<file path="src/rtl/vive_lfsr_pkg.sv">
// Shared constants and types for the lighthouse sweep LFSR and its offset finder.
// Polynomials are 17-bit tap masks; the all-zero state is never part of a sequence.
package vive_lfsr_pkg;

   localparam int unsigned LFSR_WIDTH      = 17;
   localparam int unsigned LFSR_ARM_CYCLES = 2;

   localparam logic [LFSR_WIDTH-1:0] POLY_LH_0 = 17'h1D258;
   localparam logic [LFSR_WIDTH-1:0] POLY_LH_1 = 17'h17E04;

   typedef enum logic [1:0] {
      StIdle,
      StArm,
      StSearch,
      StResp
   } finder_state_e;

endpackage

</file>
<file path="src/rtl/lfsr_offset_finder.sv">
// Drives a sibling lfsr and watches its value/iteration stream until the value equals the
// requested word, then reports the iteration number as that word's offset in the sequence.
module lfsr_offset_finder
   import vive_lfsr_pkg::*;
#(
   parameter logic [LFSR_WIDTH-1:0] START_DATA = 17'h00001,
   parameter int unsigned           MAX_ITER   = 131071
) (
   input  logic                  clk_96MHz,
   input  logic                  reset,
   input  logic                  req_valid,
   output logic                  req_ready,
   input  logic [LFSR_WIDTH-1:0] req_target,
   input  logic [LFSR_WIDTH-1:0] req_polynomial,
   output logic                  lfsr_enable,
   output logic [LFSR_WIDTH-1:0] lfsr_polynomial,
   output logic [LFSR_WIDTH-1:0] lfsr_start_data,
   input  logic [LFSR_WIDTH-1:0] lfsr_value,
   input  logic [LFSR_WIDTH-1:0] lfsr_iteration,
   output logic                  res_valid,
   input  logic                  res_ready,
   output logic [LFSR_WIDTH-1:0] res_offset,
   output logic                  res_found
);

   localparam logic [LFSR_WIDTH-1:0] MAX_ITER_W = LFSR_WIDTH'(MAX_ITER);
   localparam logic [1:0]            ARM_LAST   = 2'(LFSR_ARM_CYCLES - 1);

   finder_state_e         state_q, state_d;
   logic [1:0]            arm_cnt_q, arm_cnt_d;
   logic [LFSR_WIDTH-1:0] target_q, target_d;
   logic [LFSR_WIDTH-1:0] poly_q, poly_d;
   logic                  ready_q, ready_d;
   logic                  enable_q, enable_d;
   logic                  valid_q, valid_d;
   logic [LFSR_WIDTH-1:0] offset_q, offset_d;
   logic                  found_q, found_d;

   always_comb begin
      state_d   = state_q;
      arm_cnt_d = arm_cnt_q;
      target_d  = target_q;
      poly_d    = poly_q;
      ready_d   = ready_q;
      enable_d  = enable_q;
      valid_d   = valid_q;
      offset_d  = offset_q;
      found_d   = found_q;

      unique case (state_q)
         StIdle: begin
            if (req_valid && ready_q) begin
               target_d = req_target;
               poly_d   = req_polynomial;
               ready_d  = 1'b0;
               if (req_target == '0) begin
                  // Zero is unreachable: answer without ever starting the lfsr.
                  offset_d = '0;
                  found_d  = 1'b0;
                  state_d  = StResp;
               end else begin
                  enable_d  = 1'b1;
                  arm_cnt_d = '0;
                  state_d   = StArm;
               end
            end
         end

         StArm: begin
            // Skip compares while the lfsr walks IDLE->LOAD and still shows the last search.
            if (arm_cnt_q == ARM_LAST) begin
               state_d = StSearch;
            end else begin
               arm_cnt_d = arm_cnt_q + 2'd1;
            end
         end

         StSearch: begin
            if (lfsr_value == target_q) begin
               offset_d = lfsr_iteration;
               found_d  = 1'b1;
               enable_d = 1'b0;
               valid_d  = 1'b1;
               state_d  = StResp;
            end else if (lfsr_iteration == MAX_ITER_W) begin
               offset_d = '0;
               found_d  = 1'b0;
               enable_d = 1'b0;
               valid_d  = 1'b1;
               state_d  = StResp;
            end
         end

         StResp: begin
            // Zero-target path enters with valid low and raises it one cycle later.
            if (!valid_q) begin
               valid_d = 1'b1;
            end else if (res_ready) begin
               valid_d = 1'b0;
               ready_d = 1'b1;
               state_d = StIdle;
            end
         end

         default: begin
            state_d  = StIdle;
            ready_d  = 1'b1;
            enable_d = 1'b0;
            valid_d  = 1'b0;
         end
      endcase
   end

   always_ff @(posedge clk_96MHz or posedge reset) begin
      if (reset) begin
         state_q   <= StIdle;
         arm_cnt_q <= '0;
         target_q  <= '0;
         poly_q    <= '0;
         ready_q   <= 1'b1;
         enable_q  <= 1'b0;
         valid_q   <= 1'b0;
         offset_q  <= '0;
         found_q   <= 1'b0;
      end else begin
         state_q   <= state_d;
         arm_cnt_q <= arm_cnt_d;
         target_q  <= target_d;
         poly_q    <= poly_d;
         ready_q   <= ready_d;
         enable_q  <= enable_d;
         valid_q   <= valid_d;
         offset_q  <= offset_d;
         found_q   <= found_d;
      end
   end

   assign req_ready       = ready_q;
   assign lfsr_enable     = enable_q;
   assign lfsr_polynomial = poly_q;
   assign lfsr_start_data = START_DATA;
   assign res_valid       = valid_q;
   assign res_offset      = offset_q;
   assign res_found       = found_q;

endmodule
</file>
<file path="config.mk">
export PLATFORM = sky130hd
export DESIGN_NAME = lfsr_offset_finder
export DESIGN_NICKNAME = d
export VERILOG_FILES = /design/src/rtl/vive_lfsr_pkg.sv /design/src/rtl/lfsr_offset_finder.sv
export SDC_FILE = /design/constraint.sdc
export NUM_CORES = 1
export LEC_CHECK = 0
export CAP_MARGIN = 20
export CORE_AREA = 3 3 94 96
export DETAILED_ROUTE_END_ITERATION = 8
export DIE_AREA = 0 0 97 99
export DONT_BUFFER_PORTS = 1
export PLACE_DENSITY = 0.59
export SYNTH_ARGS = -nofsm -noshare
export SYNTH_HDL_FRONTEND = slang
export SYNTH_SLANG_ARGS = --single-unit
</file>
<file path="constraint.sdc">
create_clock -name clk_96MHz -period 2.6 [get_ports clk_96MHz]
set_input_delay 0.26 -clock clk_96MHz [delete_from_list [all_inputs] [get_ports clk_96MHz]]
set_output_delay 0.26 -clock clk_96MHz [all_outputs]
set_load 0.02 [all_outputs]
</file>
# --- Word level (Yosys, flattened, before mapping) ---
# Index checks and enable logic that the tools add are counted.
totals:
  register_bits: 59
  latch_bits: 0
  ram_bits: 0
  romBits: 0
  in_bits: 72
  out_inout_bits: 55
  word_cells: 73
  memories: 0
classes:
  add_sub_neg: 1
  n_mul: 0
  div: 0
  order_cmp: 0
  n_eq_ne: 14
  shift: 0
  muxes: 35
  bitwise: 0
  n_reduce_logical: 14
ops:
  columns: ["operator", "count"]
  rows:
  - ["two-way mux 17 bit", 4]
  - ["one-hot mux 17 bit (2 select lines)", 1]
  - ["two-way mux 2 bit", 10]
  - ["equality test 17 bit", 1]
  - ["equality test 17 bit, second input constant", 1]
  - ["zero test 17 bit", 1]
  - ["AND reduction 4 bit", 4]
  - ["two-way mux 1 bit", 14]
  - ["!= test 2 bit, second input constant", 7]
  - ["one-hot mux 1 bit (2 select lines)", 4]
  - ["one-hot mux 2 bit (4 select lines)", 1]
  - ["nonzero test 2 bit", 4]
  - ["AND reduction 5 bit", 1]
  - ["equality test 2 x 1 -> 1 bit, second input constant", 2]
  - ["equality test 2 bit, second input constant", 2]
  - ["one-hot mux 2 bit (2 select lines)", 1]
  - ["AND reduction 2 bit", 2]
  - ["!= test 3 bit, second input constant", 1]
  - ["adder 2 x 1 -> 2 bit, second input constant", 1]
  - ["zero test 2 bit", 1]
  - ["logical AND 1 bit", 1]

# --- Logic depth before layout (Yosys ltp) ---
depth:
  ltp_word: 4
  ltp_mapped: 9
  depth_no_buf: 8

# --- Least setup slack after synthesis ---
# OpenSTA, ideal clock, no wires.
synth_timing:
  path_kind: "register -> register"
  startpoint: "register state_q[0]"
  endpoint: "register offset_q[0], in the netlist res_offset[0]"
  setup_ns: 0.066
  arrival_ns: 2.006
  t_required_ns: 2.534
  path_slack_ns: 0.528
  path_stages_with_launch: 9
  path_buffers: 1
  synth_period_minus_slack_ns: 2.072
  path_cell_list: "dfrtp_1 inv_1 ha_1 nor4b_1 and3_2 nand3b_2 a2111oi_4 buf_6 a22o_1"
synth_between:
  elab_chain_cells: 3
  elab_cells_between_ends: 8
  cone_classes: "4 x eq/ne; 1 x mux; 3 x reduce/logical"
synth_rtl:
  columns: ["item", "line", "rtl"]
  rows:
  - ["start: declaration", "lfsr_offset_finder.sv:29", "finder_state_e state_q, state_d;"]
  - ["start signal: assignment", "lfsr_offset_finder.sv:116", "state_q <= StIdle;"]
  - ["start signal: assignment", "lfsr_offset_finder.sv:126", "state_q <= state_d;"]
  - ["equality test 2 bit or zero test 2 bit (tied branches)", "lfsr_offset_finder.sv:50", "unique case (state_q)"]
  - ["!= test 3 bit (no line), or another cell as far along", null, null]
  - ["AND reduction 4 bit (no line)", null, null]
  - ["end signal: assignment", "lfsr_offset_finder.sv:133", "offset_q <= offset_d;"]
  - ["end: declaration", "lfsr_offset_finder.sv:36", "logic [LFSR_WIDTH-1:0] offset_q, offset_d;"]
# Parallel ways exist; a longest one is shown, timed or not.
# A chain may end at the register's enable or synchronous reset.

# --- Final worst setup path ---
layout_timing:
  startpoint: "register state_q[0]"
  endpoint: "register offset_q[11], in the netlist res_offset[11]"
# Same word-level chain as after synthesis.

==> results.toml <==
[route]
drt_first_iter_violations = 66
wl_per_cell_um = 17.63
postRouteAntennaNets = 0
dr.pass1.iters = 4
routed-via-count = 1689
avgViaCountPerCell = 5.012
postRouteWirelength_um = 5941
drc = 0

[cells_and_area]
design_area_um2 = 3054
finish.cell_count_without_fillers = 337
antenna_cells = 0
n_fill_cell = 778
finalNetCount = 304
layout.cells.most_common = "dfrtp_1"
final_util = 0.3755
layout-drive-gt1-share = 0.3017
commonest_cells_after_routing_fill_and_taps_aside = "dfrtp_1 (58), mux2_2 (34), conb_1 (17)"
flow.area_growth_from_synthesis_pct = 9.364

[timing]
fin_ws_ps = 336.3
min_period_over_period = 0.8706
hold_viol = 0
hold_ws_ps = 53.77
totalNegativeSetupSlack_ps = 0
endpoints_failing_setup = 0
fin_skew_ps = 8.656
finalMaxSlewViolations = 0
post-route-min-period_ps = 2264
rsz0062_at_grt = "false"
worstMarginPinSlew_ps = 564.8
timing.slew.headroom = 0.6229
max_clock_freq_mhz = 441.8

[place]
numPlacedInstances = 320
hpwl_after_dpl_um = 4493
detailedPlace.worstSlack_ps = 357.7
gpl.final_weighted_congestion = 0.7705
port-buffer-count = 0
placed_area_um2 = 2850

[die]
chipHeight_um = 99
num_io_pins = 127
die_ar_um2 = 9603
core-area_um2 = 8134
rows = 33
die-width_um = 97
start_util = 0.3433

[pwr]
power.leakage_nw = 1.385
cell_area_power_density_nw_per_um2 = 1123
fin_total_pwr_mw = 3.428
max-vdd-ir-drop_uv = 403.1

[setup_path]
timing.critical_path.slowest_cell_delay_ps = 400
timing.critical_path.to_type = "flop"
criticalPathCategory = "reg2reg"
critical_path_peak_fanout = 18
crit_path_cell_trace = "inv_1 > ha_1 > nor4b_1 > and3_2 > nand3b_2 > a2111oi_4 > buf_4 > a22o_2"
slowest_stage = "dfrtp_1"
arrival_ps = 2540
worst_setup_path_start_kind = "flop"
required_ps = 2880

[grt]
grt_usage = 0.1277
grt_max_degree = 35
antenna_found_initial = 0
gr-total-overflow = 0
grt_pass1_vias = 1831
grt_first_pass_wirelength_um = 9473

[clock_network]
path_clk_slew_ps = 70
cts_tree = "done"
cts_sinks = 59
clock_tree.buffer_depth = 2
cts_inserted_buffers = 9
ctsRootBufferMaster = "clkbuf_8"
cts.htree.levels = 3
cts.repair.resized = 0
clk-insertion-delay-late_ps = 340

[yosys]
number_of_register_bits_inferred_by_synthesis = 59
synthCells = 218
commonest_register_cell_after_synthesis = "dfrtp_1"
synth_warnings = 0
async_reset_ff_frac = 1.000
netlist-cell-type-count = 37
netlist_area_um2 = 2793
synth_seq_area_share = 0.5291
number_of_flops_mapped_to_enable_cells_by_yosys = 0
syn-mean-instance-area_um2 = 12.81

[outcome]
outcome = "completed"

[min_path]
worst_hold_class = "in2reg"

[run]
maxCapViolCount = 0
-- state kept, by name, summed over array words and instances (netlist names) --
name             cells
target_q            17
req_ready            1
lfsr_enable          1
state_q              2
res_valid            1
res_offset          17
lfsr_polynomial     17
arm_cnt_q            2
res_found            1
-- synthesized netlist by cell type, types with 3 or more instances --
cell type	instances	share of area
o21ai_0	4	0.0072
a21oi_1	3	0.0054
clkbuf_1	3	0.0040
nand3_1	3	0.0054
xor2_1	15	0.047
ha_1	5	0.022
buf_4	17	0.046
nand2_1	10	0.013
inv_1	6	0.0081
dfrtp_1	58	0.52
a22o_1	14	0.044
nor4_1	6	0.013
nand4_1	3	0.0067
a22o_2	5	0.018
mux2_2	34	0.14
buf_6	3	0.012
nor2_1	4	0.0054
-- worst max-delay path: cells and delay by family (launching register included) --
family | cells | cell delay [ps]
AOI/OAI and AO/OA | 2 | 530
adders and majority gates | 1 | 210
and+or+nand+nor | 3 | 690
buffers and inverters | 2 | 380
DFF | 1 | 400
-- area by class of cell --
cell class	instances	area, um^2	area share
Sequential cell	59	1478	0.4838
Multi-Input combinational cell	145	1181	0.3867
Inverter	6	22.52	0.007374
Clock buffer	11	141.4	0.04629
Timing Repair Buffer	6	47.55	0.01557
Tap cell	105	131.4	0.04302
Clock inverter	5	52.55	0.01721
-- where the power goes --
part	switching (mW)	internal [mW]
Sequential	0.418	1.25
Combinational	0.444	0.498
Clock	0.357	0.464
Total	1.22	2.21
-- kinds of logic (layout without fill, tap and decap cells) --
group / count (synthesis) / after routing / share of synthesized area
flops: 59 / 59 / 0.5291
mux: 36 / 36 / 0.1443
compound gates: 35 / 35 / 0.1057
simple gates: 35 / 35 / 0.07259
buf+inv: 29 / 28 / 0.06989
xor+xnor: 17 / 17 / 0.05332
fa+ha+maj: 5 / 5 / 0.02240
other cells: 2 / 17 / 0.002689
-- timing repair --
item | CTS | global route
endpoints found under the setup margin | 0 | 0
endpoints found under the hold margin | 26 | 0
hold buffers | 1 | 0
setup buffers | 0 | 0
-- path summary, 6_finish.rpt --
kind	slack (ps)	start	cells after the start	endpoint
worst max register to register	340	state_q[0]	8	res_offset[11]
worst min register to register	500	arm_cnt_q[1]	1	arm_cnt_q[1]
max in group asynchronous	1270	reset	3	req_ready
min in group asynchronous	460	reset	2	res_offset[1]
worst min-delay path	50	res_ready	1	res_valid
worst max-delay path	340	state_q[0]	8	res_offset[11]
-- layer usage --
layer / routed length, um / vias up / global-route usage / share of wire
li1: - / 766 / - / -
met1: 2269 / 825 / 0.1464 / 0.38
met2: 2823 / 94 / 0.1937 / 0.48
met3: 819 / 4 / 0.07997 / 0.14
met4: 29 / 0 / 0.04752 / 0.0049
met5: 0 / - / 0 / 0
Note: power is estimated with default switching activity, not from simulation.
